===== src/rtl/uart_rx_fifo.sv =====
`default_nettype none
// ============================================================================
// Module   : uart_rx_fifo
// Purpose  : 8N1 UART receiver with 16x oversampling, 3-sample majority
//            voting, framing-error pulse and a first-word-fall-through
//            receive buffer with a sticky overrun flag.
// Config   : UART_RX_FIFO_EN defined   -> FIFO_DEPTH-entry FIFO buffer
//            UART_RX_FIFO_EN undefined -> single holding register
// Revision : 1.0 - initial release
// ============================================================================
module uart_rx_fifo #(
    parameter int CLOCK_SPEED_HZ = 54_000_000,
    parameter int BAUD_RATE      = 115_200,
    parameter int FIFO_DEPTH     = 16
) (
    input  logic                        clk,
    input  logic                        rst_n,
    input  logic                        rx_i,
    input  logic                        rd_i,
    input  logic                        clr_i,
    output logic [7:0]                  data_o,
    output logic                        valid_o,
    output logic [$clog2(FIFO_DEPTH):0] count_o,
    output logic                        framing_err_o,
    output logic                        overrun_o
);

    // Oversample divider, rounded to nearest
    localparam int c_DIV = (CLOCK_SPEED_HZ + 8 * BAUD_RATE) / (16 * BAUD_RATE);
    localparam int c_PW  = (c_DIV > 1) ? $clog2(c_DIV) : 1;
    localparam logic [c_PW-1:0] c_PRESC_MAX = c_PW'(c_DIV - 1);
    localparam int c_CW  = $clog2(FIFO_DEPTH) + 1;

    localparam logic [2:0] c_IDLE      = 3'd0;
    localparam logic [2:0] c_START     = 3'd1;
    localparam logic [2:0] c_DATA      = 3'd2;
    localparam logic [2:0] c_STOP      = 3'd3;
    localparam logic [2:0] c_WAIT_IDLE = 3'd4;

    logic            r_rx_meta;
    logic            r_rx_sync;
    logic            r_rx_prev;
    logic [2:0]      r_state;
    logic [2:0]      w_state_nxt;
    logic [c_PW-1:0] r_presc;
    logic [3:0]      r_tick;
    logic [3:0]      r_bit_cnt;
    logic [1:0]      r_samp;
    logic [7:0]      r_shift;
    logic            r_push;
    logic            r_framing_err;
    logic            r_overrun;

    logic            w_tick;
    logic            w_fall;
    logic            w_maj;
    logic            w_start;
    logic            w_enter_data;
    logic            w_sample_bit;
    logic            w_bit_end;
    logic            w_push_set;
    logic            w_ferr_set;

    assign w_tick = (r_presc == c_PRESC_MAX);
    assign w_fall = r_rx_prev & ~r_rx_sync;
    // Two stored samples (ticks 7 and 8) plus the live line at tick 9
    assign w_maj  = (r_samp[1] & r_samp[0]) | (r_samp[1] & r_rx_sync) |
                    (r_samp[0] & r_rx_sync);

    // Line synchronizer and edge history; idle-high after reset
    always_ff @(posedge clk or negedge rst_n) begin
        if (!rst_n) begin
            r_rx_meta <= 1'b1;
            r_rx_sync <= 1'b1;
            r_rx_prev <= 1'b1;
        end else begin
            r_rx_meta <= rx_i;
            r_rx_sync <= r_rx_meta;
            r_rx_prev <= r_rx_sync;
        end
    end

    // FSM state register
    always_ff @(posedge clk or negedge rst_n) begin
        if (!rst_n) begin
            r_state <= c_IDLE;
        end else begin
            r_state <= w_state_nxt;
        end
    end

    // FSM next-state logic
    always_comb begin
        w_state_nxt = r_state;
        case (r_state)
            c_IDLE: begin
                if (w_fall) w_state_nxt = c_START;
            end
            c_START: begin
                if (w_tick && (r_tick == 4'd7)) begin
                    w_state_nxt = r_rx_sync ? c_IDLE : c_DATA;
                end
            end
            c_DATA: begin
                if (w_tick && (r_tick == 4'd15) && (r_bit_cnt == 4'd7)) begin
                    w_state_nxt = c_STOP;
                end
            end
            c_STOP: begin
                if (w_tick && (r_tick == 4'd8)) begin
                    w_state_nxt = w_maj ? c_IDLE : c_WAIT_IDLE;
                end
            end
            c_WAIT_IDLE: begin
                if (r_rx_sync) w_state_nxt = c_IDLE;
            end
            default: w_state_nxt = c_IDLE;
        endcase
    end

    // FSM outputs: per-state strobes steering the receive datapath
    always_comb begin
        w_start      = 1'b0;
        w_enter_data = 1'b0;
        w_sample_bit = 1'b0;
        w_bit_end    = 1'b0;
        w_push_set   = 1'b0;
        w_ferr_set   = 1'b0;
        case (r_state)
            c_IDLE:  w_start      = w_fall;
            c_START: w_enter_data = w_tick && (r_tick == 4'd7) && !r_rx_sync;
            c_DATA: begin
                // bit_cnt[3] set marks the second half of the start bit
                w_sample_bit = w_tick && (r_tick == 4'd8) && !r_bit_cnt[3];
                w_bit_end    = w_tick && (r_tick == 4'd15);
            end
            c_STOP: begin
                w_push_set = w_tick && (r_tick == 4'd8) && w_maj;
                w_ferr_set = w_tick && (r_tick == 4'd8) && !w_maj;
            end
            default: ;
        endcase
    end

    // Receive datapath: prescaler, tick/bit counters, sampler, shifter
    always_ff @(posedge clk or negedge rst_n) begin
        if (!rst_n) begin
            r_presc       <= '0;
            r_tick        <= 4'd0;
            r_bit_cnt     <= 4'd0;
            r_samp        <= 2'b11;
            r_shift       <= 8'h00;
            r_push        <= 1'b0;
            r_framing_err <= 1'b0;
        end else begin
            if (w_start || w_tick) begin
                r_presc <= '0;
            end else begin
                r_presc <= r_presc + c_PW'(1);
            end

            if (w_start) begin
                r_tick <= 4'd0;
            end else if (w_tick) begin
                r_tick <= r_tick + 4'd1;
            end

            // Tick counter keeps running into DATA so bit cells stay aligned
            // to the start edge; the leftover start half counts as bit -1.
            if (w_enter_data) begin
                r_bit_cnt <= 4'hF;
            end else if (w_bit_end) begin
                r_bit_cnt <= r_bit_cnt + 4'd1;
            end

            if (w_tick && ((r_tick == 4'd6) || (r_tick == 4'd7))) begin
                r_samp <= {r_samp[0], r_rx_sync};
            end

            if (w_sample_bit) begin
                r_shift <= {w_maj, r_shift[7:1]};
            end

            r_push        <= w_push_set;
            r_framing_err <= w_ferr_set;
        end
    end

    assign framing_err_o = r_framing_err;
    assign overrun_o     = r_overrun;

`ifdef UART_RX_FIFO_EN
    localparam int c_AW = $clog2(FIFO_DEPTH);
    localparam logic [c_CW-1:0] c_FULL = c_CW'(FIFO_DEPTH);

    logic [7:0]      r_mem [FIFO_DEPTH];
    logic [c_AW-1:0] r_wr_ptr;
    logic [c_AW-1:0] r_rd_ptr;
    logic [c_CW-1:0] r_count;
    logic            w_full;
    logic            w_pop;
    logic            w_wr;

    assign w_full = (r_count == c_FULL);
    assign w_pop  = rd_i && (r_count != '0);
    // A pop in the same cycle frees the slot, so a full FIFO still accepts
    assign w_wr   = r_push && (!w_full || w_pop);

    // FIFO storage write
    always_ff @(posedge clk) begin
        if (w_wr) r_mem[r_wr_ptr] <= r_shift;
    end

    // FIFO pointers, fill level and sticky overrun
    always_ff @(posedge clk or negedge rst_n) begin
        if (!rst_n) begin
            r_wr_ptr  <= '0;
            r_rd_ptr  <= '0;
            r_count   <= '0;
            r_overrun <= 1'b0;
        end else begin
            if (w_wr)  r_wr_ptr <= r_wr_ptr + c_AW'(1);
            if (w_pop) r_rd_ptr <= r_rd_ptr + c_AW'(1);
            case ({w_wr, w_pop})
                2'b10:   r_count <= r_count + c_CW'(1);
                2'b01:   r_count <= r_count - c_CW'(1);
                default: r_count <= r_count;
            endcase
            if (r_push && !w_wr) begin
                r_overrun <= 1'b1;
            end else if (clr_i) begin
                r_overrun <= 1'b0;
            end
        end
    end

    assign valid_o = (r_count != '0);
    assign count_o = r_count;
    assign data_o  = valid_o ? r_mem[r_rd_ptr] : 8'h00;
`else
    logic       r_full;
    logic [7:0] r_hold;
    logic       w_pop;
    logic       w_wr;

    assign w_pop = rd_i && r_full;
    assign w_wr  = r_push && (!r_full || w_pop);

    // Single-byte holding register and sticky overrun
    always_ff @(posedge clk or negedge rst_n) begin
        if (!rst_n) begin
            r_full    <= 1'b0;
            r_hold    <= 8'h00;
            r_overrun <= 1'b0;
        end else begin
            if (w_wr) begin
                r_hold <= r_shift;
                r_full <= 1'b1;
            end else if (w_pop) begin
                r_full <= 1'b0;
            end
            if (r_push && !w_wr) begin
                r_overrun <= 1'b1;
            end else if (clr_i) begin
                r_overrun <= 1'b0;
            end
        end
    end

    assign valid_o = r_full;
    assign count_o = {{(c_CW-1){1'b0}}, r_full};
    assign data_o  = r_full ? r_hold : 8'h00;
`endif

endmodule
`default_nettype wire


===== config.mk =====
export PLATFORM = sky130hd
export DESIGN_NAME = uart_rx_fifo
export DESIGN_NICKNAME = d
export VERILOG_FILES = /design/src/rtl/uart_rx_fifo.sv
export SDC_FILE = /design/constraint.sdc
export NUM_CORES = 1
export LEC_CHECK = 0
export ABC_AREA = 1
export ABC_CLOCK_PERIOD_IN_PS = 2400
export CORE_UTILIZATION = 65
export CTS_CLUSTER_SIZE = 8
export DETAILED_ROUTE_END_ITERATION = 8
export DONT_BUFFER_PORTS = 1
export MAX_ROUTING_LAYER = met4
export PLACE_DENSITY = 0.81
export SLEW_MARGIN = 5
export SYNTH_ARGS = -nofsm -noshare
export SYNTH_HDL_FRONTEND = slang
export SYNTH_SLANG_ARGS = --single-unit

===== constraint.sdc =====
create_clock -name clk -period 2.4 [get_ports clk]
set_input_delay 0.48 -clock clk [delete_from_list [all_inputs] [get_ports clk]]
set_output_delay 0.48 -clock clk [all_outputs]
set_load 0.01 [all_outputs]

Yosys cells after proc, flatten, opt, wreduce, memory -nomap -nowiden --
Index checks and enable logic that the tools add are counted.
Storage, ports and cells: register bits 41, bits in latches 0, bits in writable memories 0, ROM bits 0, bits of input ports 5, output and inout bits 16, memories kept 0
Operators by class: add/subtract/negate cells 3, multipliers 0, div/mod/pow operators 0, order comparisons 0, equality and inequality tests 15, shift-type cells 0, mux-type cells 24, bitwise gates (word level) 7, reductions and logical operators 26
Operators by type and width (count):
- $mux 3 | 6
- $mux 4 | 4
- $pmux 3 s5 | 1
- $eq 4x3->1 const B | 3
- $logic_and 1x1->1 | 12
- $mux 1 | 10
- $ne 2x2->1 const B | 5
- $add 4x1->4 const B | 2
- $eq 4x4->1 const B | 2
- $mux 8 | 1
- $reduce_bool 2->1 | 4
- $eq 3x2->1 const B | 2
- $add 5x1->5 const B | 1
- $eq 5x5->1 const B | 1
- $logic_not 1->1 | 5
- $mux 5 | 1
- $reduce_and 5->1 | 1
- $and 1x1->1 | 4
- $eq 3x1->1 const B | 1
- $eq 3x3->1 const B | 1
- $logic_not 3->1 | 1
- $logic_or 1x1->1 | 3
- $mux 2 | 1
- $or 1x1->1 | 2
- $not 1->1 | 1

Longest topological paths before layout --
Gate-level depths: netlist (run 1).
depth after elaboration 6, depth in mapped cells 11, depth with buffers taken out 10

Worst setup path before layout (run 1) --
Ideal clock, no wire load.
kind reg2reg, from register r_presc[0], to register r_bit_cnt[3], arrival time 1.289 ns, path slack 0.982 ns, stages on the path, launching flop included 11, path buffers 1, cell sequence dfrtp_1 -> inv_1 -> ha_1 -> nand2_1 -> nor2_2 -> buf_6 -> nand2_4 -> nor2_4 -> nand2_1 -> nand2_1 -> nand3_1
Between the ends: cells in the longest elaborated chain, start to end 5
RTL lines:
- from (decl) | line 45 | logic [c_PW-1:0] r_presc;
- from (signal assigned) | line 159 | r_presc <= r_presc + c_PW'(1);
- $eq 5x5->1 * | line 64 | assign w_tick = (r_presc == c_PRESC_MAX);
- $logic_and 1x1->1 (2 in series) | line 131 | c_START: w_enter_data = w_tick && (r_tick == 4'd7) && !r_rx_sync;
- $mux 1 | line 129 | case (r_state)
- $mux 4 / $reduce_bool 2->1 (equally long branches)
- to (signal assigned) | line 173 | r_bit_cnt <= r_bit_cnt + 4'd1;
- to (decl) | line 47 | logic [3:0] r_bit_cnt;
Every way passes the cells marked *; elsewhere a longest branch is shown, timed or not. A chain may end at the register's enable or synchronous reset.

Final worst setup path (run 1) --
from register r_presc[0], to register r_shift[3]
Between the ends: cells in the longest elaborated chain, start to end 4
RTL lines:
- $eq 5x5->1 | line 64
- $logic_and 1x1->1 (2 in series) | line 134 | w_sample_bit = w_tick && (r_tick == 4'd8) && !r_bit_cnt[3];
- $mux 1 | line 129
- to (signal assigned) | line 181 | r_shift <= {w_maj, r_shift[7:1]};
- to (decl) | line 49 | logic [7:0] r_shift;
Every way passes these cells.

==> run_summary.xml, run 1 <==
<?xml version="1.0" encoding="UTF-8"?>
<metrics>
  <group name="outcome">
    <metric name="status" unit="">finished with violations</metric>
    <metric name="failed_checks" unit="">DRC</metric>
  </group>
  <group name="power_and_ir_drop">
    <metric name="max-vdd-ir-drop" unit="uV">618.9</metric>
    <metric name="power.density_cell_area" unit="mW/mm2">826.5</metric>
    <metric name="power.sequential.fraction" unit="">0.489</metric>
    <metric name="finalPower" unit="mW">1.733</metric>
    <metric name="cellInternalPower" unit="mW">1.157</metric>
    <metric name="p_sw_frac" unit="">0.3323</metric>
    <metric name="clock_power_share" unit="">0.243</metric>
    <metric name="combPwrFrac" unit="">0.269</metric>
    <metric name="static-leakage-power" unit="nW">1.057</metric>
    <metric name="switching_power" unit="uW">575.9</metric>
  </group>
  <group name="setup_path">
    <metric name="required" unit="ns">2.63</metric>
    <metric name="rr_endpoint" unit="">r_shift[3]</metric>
    <metric name="cp_data_arrival_time" unit="ns">2.02</metric>
    <metric name="reg2reg_depth" unit="">7</metric>
    <metric name="timing.critical_path.fanout_max" unit="">16</metric>
    <metric name="timing.setup.critical_path_class" unit="">reg2reg</metric>
    <metric name="critPathLaunchType" unit="">flop</metric>
    <metric name="setup_crit_end_kind" unit="">flop</metric>
    <metric name="timing.reg2reg.setup_slack" unit="ns">0.61</metric>
    <metric name="critical_path.reg2reg.startpoint" unit="">r_presc[0]</metric>
  </group>
  <group name="min_path">
    <metric name="min_delay_worst_endpoint" unit="">r_rx_meta</metric>
    <metric name="timing.hold.worst_path_depth" unit="">0</metric>
    <metric name="min_from" unit="">rx_i</metric>
    <metric name="hold_path_class" unit="">in2reg</metric>
  </group>
  <group name="global_routing">
    <metric name="largest_net_degree_at_the_start_of_global_routing" unit="">42</metric>
    <metric name="global_route.usage.total" unit="">0.2401</metric>
    <metric name="grt_pass1_wl" unit="um">5865</metric>
    <metric name="grt_pass1_vias" unit="">1437</metric>
    <metric name="antenna_found_initial" unit="">0</metric>
    <metric name="overflow" unit="">0</metric>
  </group>
  <group name="placed_design">
    <metric name="gp_congestion" unit="">0.9227</metric>
    <metric name="dpl.hpwl" unit="um">2336</metric>
    <metric name="port-buffer-count" unit="">0</metric>
    <metric name="detailedPlace.worstSlack" unit="ns">0.6339</metric>
    <metric name="number_of_placed_instances_with_taps_included" unit="">257</metric>
  </group>
  <group name="layout">
    <metric name="number_of_nets_in_the_final_layout" unit="">246</metric>
    <metric name="drive_above_1_share" unit="">0.1191</metric>
    <metric name="leading_cell_types_in_the_layout_fill_and_taps_excluded" unit="">nand2_1 (55), inv_1 (39), dfrtp_1 (36), o21ai_0 (20)</metric>
    <metric name="final_common_cell" unit="">nand2_1</metric>
    <metric name="syn_to_final_growth" unit="%">4.164</metric>
    <metric name="antenna_cells" unit="">0</metric>
    <metric name="layoutNonFillerInstCount" unit="">266</metric>
  </group>
  <group name="clock_tree">
    <metric name="tritoncts" unit="">done</metric>
    <metric name="ctsLongestPathBuffers" unit="">2</metric>
    <metric name="root_buffer_cell" unit="">clkbuf_4</metric>
    <metric name="clock_tree.htree_level_count" unit="">2</metric>
    <metric name="clock_sink_count" unit="">41</metric>
    <metric name="post-cts-setup-buffer-count" unit="">0</metric>
    <metric name="cts-buffers-inserted" unit="">5</metric>
    <metric name="clock_insertion_delay_worst_skew" unit="ns">0.34</metric>
    <metric name="worst_setup_hold_path_clk_slew" unit="ns">0.11</metric>
    <metric name="ctsResizeCount" unit="">0</metric>
    <metric name="ctsHoldBuffers" unit="">2</metric>
  </group>
  <group name="timing">
    <metric name="slew_headroom" unit="">0.5695</metric>
    <metric name="grt_setup_unrepaired" unit="">false</metric>
    <metric name="final-max-slew-violation-count" unit="">0</metric>
    <metric name="final-hold-violation-count" unit="">0</metric>
    <metric name="fin_crit" unit="ns">1.787</metric>
    <metric name="setup_viol" unit="">0</metric>
    <metric name="clock_skew" unit="ns">0.005960</metric>
    <metric name="fin_setup_tns" unit="ns">0</metric>
    <metric name="worst_slack" unit="ns">0.6126</metric>
    <metric name="period_share" unit="">0.7448</metric>
    <metric name="clock.fmax" unit="MHz">559.5</metric>
    <metric name="worst-slew-pin-transition" unit="ns">0.6451</metric>
  </group>
  <group name="die">
    <metric name="initial_core_utilization" unit="">0.7057</metric>
    <metric name="row_count" unit="">19</metric>
    <metric name="placeable_core_region" unit="mm2">0.002853</metric>
    <metric name="die_width" unit="um">57.65</metric>
    <metric name="io_pins" unit="">21</metric>
    <metric name="dieArea" unit="mm2">0.003324</metric>
    <metric name="vertical_die_dimension" unit="um">57.65</metric>
  </group>
  <group name="yosys">
    <metric name="synth.largest_area_cell" unit="">dfrtp_1</metric>
    <metric name="synth_sequential_area_ratio" unit="">0.5127</metric>
    <metric name="synth.lib_cells_used.distinct" unit="">31</metric>
    <metric name="synthesis.yosys.warnings" unit="">0</metric>
    <metric name="synth_area" unit="mm2">0.002013</metric>
    <metric name="netlist_instances" unit="">232</metric>
    <metric name="synthDominantCellAreaShare" unit="">0.4475</metric>
    <metric name="postSynthAreaPerCell" unit="um2">8.678</metric>
    <metric name="ys_ff_latch" unit="">41</metric>
    <metric name="synth.area.top_cells" unit="">dfrtp_1 (45%), nand2_1 (10%), inv_1 (7.3%)</metric>
  </group>
  <group name="routing">
    <metric name="initial_drt_pass_iterations" unit="">6</metric>
    <metric name="drt-vias-per-instance" unit="">5.353</metric>
    <metric name="dr_wl_met3" unit="um">125</metric>
    <metric name="wire_per_inst" unit="um">12.06</metric>
    <metric name="drc_errors" unit="">4</metric>
    <metric name="met1_wire_length" unit="um">1420</metric>
    <metric name="dr_vias" unit="">1424</metric>
    <metric name="initialDrtViolationCount" unit="">72</metric>
    <metric name="total_detailed_routing_wirelength" unit="um">3208</metric>
    <metric name="postRouteAntennaNets" unit="">0</metric>
    <metric name="top_signal_layer_used" unit="">met4</metric>
    <metric name="met2WireLength" unit="um">1617</metric>
  </group>
  <group name="flow_run">
    <metric name="cap_viol_max_count" unit="">0</metric>
  </group>
</metrics>
-- worst max-delay path, cell delays in order (launching register included) --
cell	delay, ns
dfrtp_1	0.42
inv_1	0.07
ha_1	0.14
nand2_1	0.05
nor2_2	0.50
nand4_4	0.29
nand2_1	0.12
o21ai_0	0.09
-- through the flow --
| step | utilization | hold WS (ns) | instance area [um2] |
|---|---|---|---|
| finish | 0.7351 | 0.1250 | 2097 |
| global route | 0.7351 | 0.09982 | 2097 |
| CTS | 0.7351 | 0.1079 | 2097 |
| detailed placement | 0.6991 | 0.1851 | 1994 |
| global placement | 0.6991 | 0.1852 | 1994 |
| floorplan | - | 0.1844 | 2024 |
-- sequential cells by signal, indices dropped and copies added (netlist names), 2 cells and up --
| register | count |
|---|---|
| r_state | 3 |
| r_tick | 4 |
| r_samp | 2 |
| r_shift | 8 |
| r_presc | 5 |
| r_bit_cnt | 4 |
| r_hold | 8 |
-- per-layer routing --
layer,track usage,up-vias
li1,-,716
met1,0.2701,668
met2,0.4153,34
met3,0.06027,6
met4,0.08844,0
met5,-,-
-- power groups by stage --
stage | clock network [mW] | registers, mW | logic, mW
after floorplan | 0 | 0.843 | 0.385
after global placement | 0 | 0.854 | 0.426
after detailed placement | 0 | 0.857 | 0.450
after CTS | 0.433 | 0.846 | 0.467
after global routing | 0.457 | 0.860 | 0.540
final | 0.420 | 0.847 | 0.466
-- area by class of cell --
| cell class | instances | area (um2) |
|---|---|---|
| repair buffers | 2 | 30.03 |
| multi-input cells | 144 | 769.5 |
| clock inverters | 2 | 35.03 |
| fillers | 213 | 755.7 |
| inverters | 41 | 153.9 |
| well taps | 31 | 38.79 |
| clock buffers | 5 | 37.54 |
| flip-flops and latches | 41 | 1032 |
-- logic make-up after synthesis --
logic type / after synthesis / synth area share
simple gates: 102 / 0.2418
other cells: 1 / 0.001863
flops: 41 / 0.5127
fa+ha+maj: 6 / 0.03729
xor+xnor: 3 / 0.01305
mux: 1 / 0.005593
buf+inv: 50 / 0.1106
compound gates: 28 / 0.07707
-- how the worst max path moves through the flow --
| stage | start | depth (start not counted) | slack (ns) | end |
|---|---|---|---|---|
| final | r_presc[0] | 7 | 0.61 | r_shift[3] |
| after global routing | r_presc[0] | 6 | 0.41 | r_shift[4] |
| after CTS | r_presc[0] | 9 | 0.63 | r_bit_cnt[3] |
| after detailed placement | r_presc[0] | 7 | 0.63 | r_shift[3] |
| after global placement | r_presc[0] | 7 | 0.69 | r_shift[1] |
| after floorplan | r_presc[0] | 10 | 0.98 | r_bit_cnt[3] |
-- Yosys cell counts --
master,number
nand2_4,2
buf_4,5
nand3b_1,1
nor3_1,4
conb_1,1
o21ai_0,20
nand3_1,13
nand4_1,5
mux2_2,1
dfrtp_1,36
nor3_2,1
nand2_1,55
buf_2,1
a21oi_1,1
nor2_2,2
dfstp_2,5
buf_6,2
nor2_4,2
clkbuf_1,1
nand4_4,1
inv_1,39
nor2_1,13
xor2_1,2
nand2_2,3
o21ai_1,4
a21oi_4,1
inv_2,2
o211ai_1,1
o22ai_1,1
xnor2_1,1
ha_1,6
Note: power is estimated with default switching activity, not from simulation.
==> run 2, diff against run 1 <==
--- a/config.mk
+++ b/config.mk
@@ -6,13 +6,13 @@
 export NUM_CORES = 1
 export LEC_CHECK = 0
 export ABC_AREA = 1
-export ABC_CLOCK_PERIOD_IN_PS = 2400
-export CORE_UTILIZATION = 65
+export ABC_CLOCK_PERIOD_IN_PS = 1900
+export CORE_UTILIZATION = 62
 export CTS_CLUSTER_SIZE = 8
 export DETAILED_ROUTE_END_ITERATION = 8
 export DONT_BUFFER_PORTS = 1
 export MAX_ROUTING_LAYER = met4
-export PLACE_DENSITY = 0.81
+export PLACE_DENSITY = 0.78
 export SLEW_MARGIN = 5
 export SYNTH_ARGS = -nofsm -noshare
 export SYNTH_HDL_FRONTEND = slang
==> constraint.sdc (replaced) <==
create_clock -name clk -period 1.9 [get_ports clk]
set_input_delay 0.38 -clock clk [delete_from_list [all_inputs] [get_ports clk]]
set_output_delay 0.38 -clock clk [all_outputs]
set_load 0.01 [all_outputs]
==> run 2 against run 1 <==
  * The flow now finishes without violations
  * Utilization shrank 3.7 points
  * Worst hold slack gained 0.0065 ns
  * Die area grew 4.7%
  * First-iteration DRC count shrank 9.7%
  * Combinational power grew 26%
  * Non-clock buffer count grew 4
  * Register-to-register slack lost 0.25 ns
  * Critical path depth shrank 4
  * Sequential share of layout area shrank 1.2 points
  * Total power grew 27%
  * Sequential power grew 26%
  * Cell count grew 6.8%
  * Critical endpoint is now data_o[6]
  * Largest power group unchanged
==> run_summary.xml, run 2 (synthesis gave the netlist of run 1 again) <==
<?xml version="1.0" encoding="UTF-8"?>
<metrics>
  <group name="layout">
    <metric name="final_layout_fill_cell_count" unit="">249</metric>
    <metric name="syn_to_final_growth" unit="%">6.774</metric>
    <metric name="number_of_nets_in_the_final_layout" unit="">250</metric>
    <metric name="combined_area_of_the_multi_input_logic_cells" unit="um2">769.5</metric>
    <metric name="sequential_cell_area" unit="mm2">0.001032</metric>
    <metric name="antenna_cells" unit="">0</metric>
    <metric name="final_common_cell" unit="">nand2_1</metric>
    <metric name="reg.largest.list" unit="">r_hold: 8 flops, r_shift: 8 flops, r_presc: 5 flops</metric>
    <metric name="post-route-cell-area" unit="mm2">0.002150</metric>
    <metric name="leading_cell_types_in_the_layout_fill_and_taps_excluded" unit="">nand2_1 (55), inv_1 (39), dfrtp_1 (36), o21ai_0 (20)</metric>
    <metric name="drive_above_1_share" unit="">0.1292</metric>
  </group>
  <group name="timing">
    <metric name="setup_viol" unit="">0</metric>
    <metric name="period_share" unit="">0.8184</metric>
    <metric name="clock.fmax" unit="MHz">643.1</metric>
    <metric name="final-hold-violation-count" unit="">0</metric>
    <metric name="clock_skew" unit="ns">0.01973</metric>
    <metric name="final-max-slew-violation-count" unit="">0</metric>
    <metric name="grt_setup_unrepaired" unit="">false</metric>
    <metric name="fin_setup_tns" unit="ns">0</metric>
    <metric name="fin_crit" unit="ns">1.555</metric>
    <metric name="worst_slack" unit="ns">0.3450</metric>
  </group>
  <group name="routing">
    <metric name="initialDrtViolationCount" unit="">65</metric>
    <metric name="postRouteAntennaNets" unit="">0</metric>
    <metric name="initial_drt_pass_iterations" unit="">4</metric>
    <metric name="drt-vias-per-instance" unit="">4.898</metric>
    <metric name="drc_errors" unit="">0</metric>
    <metric name="dr_vias" unit="">1391</metric>
    <metric name="wire_per_inst" unit="um">10.50</metric>
    <metric name="total_detailed_routing_wirelength" unit="um">2981</metric>
  </group>
  <group name="clock_tree">
    <metric name="cts-buffers-inserted" unit="">5</metric>
    <metric name="clock_tree.htree_level_count" unit="">2</metric>
    <metric name="root_buffer_cell" unit="">clkbuf_4</metric>
    <metric name="worst_setup_hold_path_clk_slew" unit="ns">0.11</metric>
    <metric name="clock_insertion_delay_worst_skew" unit="ns">0.35</metric>
    <metric name="ctsResizeCount" unit="">0</metric>
    <metric name="clock_sink_count" unit="">41</metric>
    <metric name="ctsHoldBuffers" unit="">2</metric>
    <metric name="post-cts-setup-buffer-count" unit="">0</metric>
    <metric name="tritoncts" unit="">done</metric>
    <metric name="ctsLongestPathBuffers" unit="">2</metric>
  </group>
  <group name="setup_path">
    <metric name="cp_data_arrival_time" unit="ns">1.18</metric>
    <metric name="timing.reg2reg.setup_slack" unit="ns">0.36</metric>
    <metric name="critical_path.reg2reg.startpoint" unit="">r_presc[0]</metric>
    <metric name="critPathLaunchType" unit="">flop</metric>
    <metric name="setup_crit_end_kind" unit="">output pin</metric>
    <metric name="required" unit="ns">1.52</metric>
    <metric name="crit_path_cell_trace" unit="">buf_4, nand2_1, inv_1</metric>
    <metric name="rr_endpoint" unit="">r_shift[5]</metric>
    <metric name="critPathCapture" unit="">data_o[6]</metric>
    <metric name="critical_path.slowest_cell" unit="">dfrtp_1</metric>
    <metric name="crit_path_max_incr_delay" unit="ns">0.49</metric>
    <metric name="timing.critical_path.fanout_max" unit="">8</metric>
    <metric name="reg2reg_depth" unit="">7</metric>
    <metric name="timing.setup.critical_path_class" unit="">reg2out</metric>
    <metric name="worst_setup_path_startpoint" unit="">valid_o</metric>
  </group>
  <group name="placed_design">
    <metric name="gp_congestion" unit="">0.8100</metric>
    <metric name="detailedPlace.worstSlack" unit="ns">0.4107</metric>
    <metric name="port-buffer-count" unit="">0</metric>
    <metric name="dpl.hpwl" unit="um">2142</metric>
    <metric name="post_dp_cell_area" unit="mm2">0.002033</metric>
  </group>
  <group name="min_path">
    <metric name="timing.hold.worst_path_depth" unit="">1</metric>
    <metric name="hold_path_class" unit="">in2reg</metric>
  </group>
  <group name="global_routing">
    <metric name="antenna_found_initial" unit="">0</metric>
    <metric name="grt_pass1_vias" unit="">1233</metric>
    <metric name="global_route.usage.total" unit="">0.2114</metric>
    <metric name="largest_net_degree_at_the_start_of_global_routing" unit="">42</metric>
    <metric name="grt_pass1_wl" unit="um">5223</metric>
    <metric name="overflow" unit="">0</metric>
  </group>
  <group name="die">
    <metric name="initial_core_utilization" unit="">0.6541</metric>
    <metric name="dieArea" unit="mm2">0.003479</metric>
    <metric name="die_width" unit="um">58.99</metric>
    <metric name="placeable_core_region" unit="mm2">0.003078</metric>
    <metric name="io_pins" unit="">21</metric>
    <metric name="vertical_die_dimension" unit="um">58.99</metric>
    <metric name="row_count" unit="">20</metric>
  </group>
  <group name="flow_run">
    <metric name="cap_viol_max_count" unit="">0</metric>
  </group>
  <group name="power_and_ir_drop">
    <metric name="static-leakage-power" unit="nW">1.077</metric>
    <metric name="max-vdd-ir-drop" unit="uV">558.2</metric>
    <metric name="power.density_cell_area" unit="mW/mm2">1026</metric>
  </group>
  <group name="outcome">
    <metric name="status" unit="">finished clean</metric>
  </group>
</metrics>
-- run 2: cell types whose count changed in the layout (fill, tap and decap cells not counted) --
cell | before | now
dlygate4sd3_1 | 1 | 2
buf_4 | 0 | 3
clkbuf_1 | 0 | 1
-- run 2: where the power goes --
part           internal [mW]  switching, mW
clock network          0.276          0.274
registers              0.976         0.0918
logic                  0.222          0.365
-- run 2: worst min-delay path by stage --
stage                     startpoint  slack, ns            end
after CTS                       rx_i      0.007      r_rx_meta
after global routing           clr_i       0.10      overrun_o
final                          clr_i       0.13      overrun_o
after detailed placement       rst_n       0.08      r_hold[4]
after global placement         rst_n       0.09      r_hold[4]
after floorplan                rst_n       0.08  framing_err_o
-- run 2: worst max-delay path, delay by kind of cell, from the launching register on --
kind | cells | cell delay, ns
flops | 1 | 0.49
simple gates | 1 | 0.05
buf+inv | 2 | 0.29
-- run 2: metal layers --
layer,up-vias,global-route usage,share of wire
li1,734,-,-
met5,-,-,0
met1,625,0.2672,0.49
met3,4,0.05895,0.033
met4,0,0.08163,0.011
met2,28,0.3247,0.47
-- run 2: final cells by class --
type                       instances  area share
clock inverter                     2     0.01630
sequential                        41      0.4802
inverter                          41     0.07160
timing repair buffer               6     0.02910
multi-input combinational        144      0.3580
clock buffer                       6     0.01921
tap                               44     0.02561
-- run 2: metrics by stage --
stage                     hold slack [ns]  total power, mW    util  instances
after global placement            0.08513            1.629  0.6606        273
after detailed placement          0.08496            1.640  0.6606        273
after floorplan                   0.08441            1.552       -        235
final                              0.1314            2.205  0.6984        284
after CTS                        0.006716            2.228  0.6951        283
after global routing               0.1019            2.367  0.6984        284
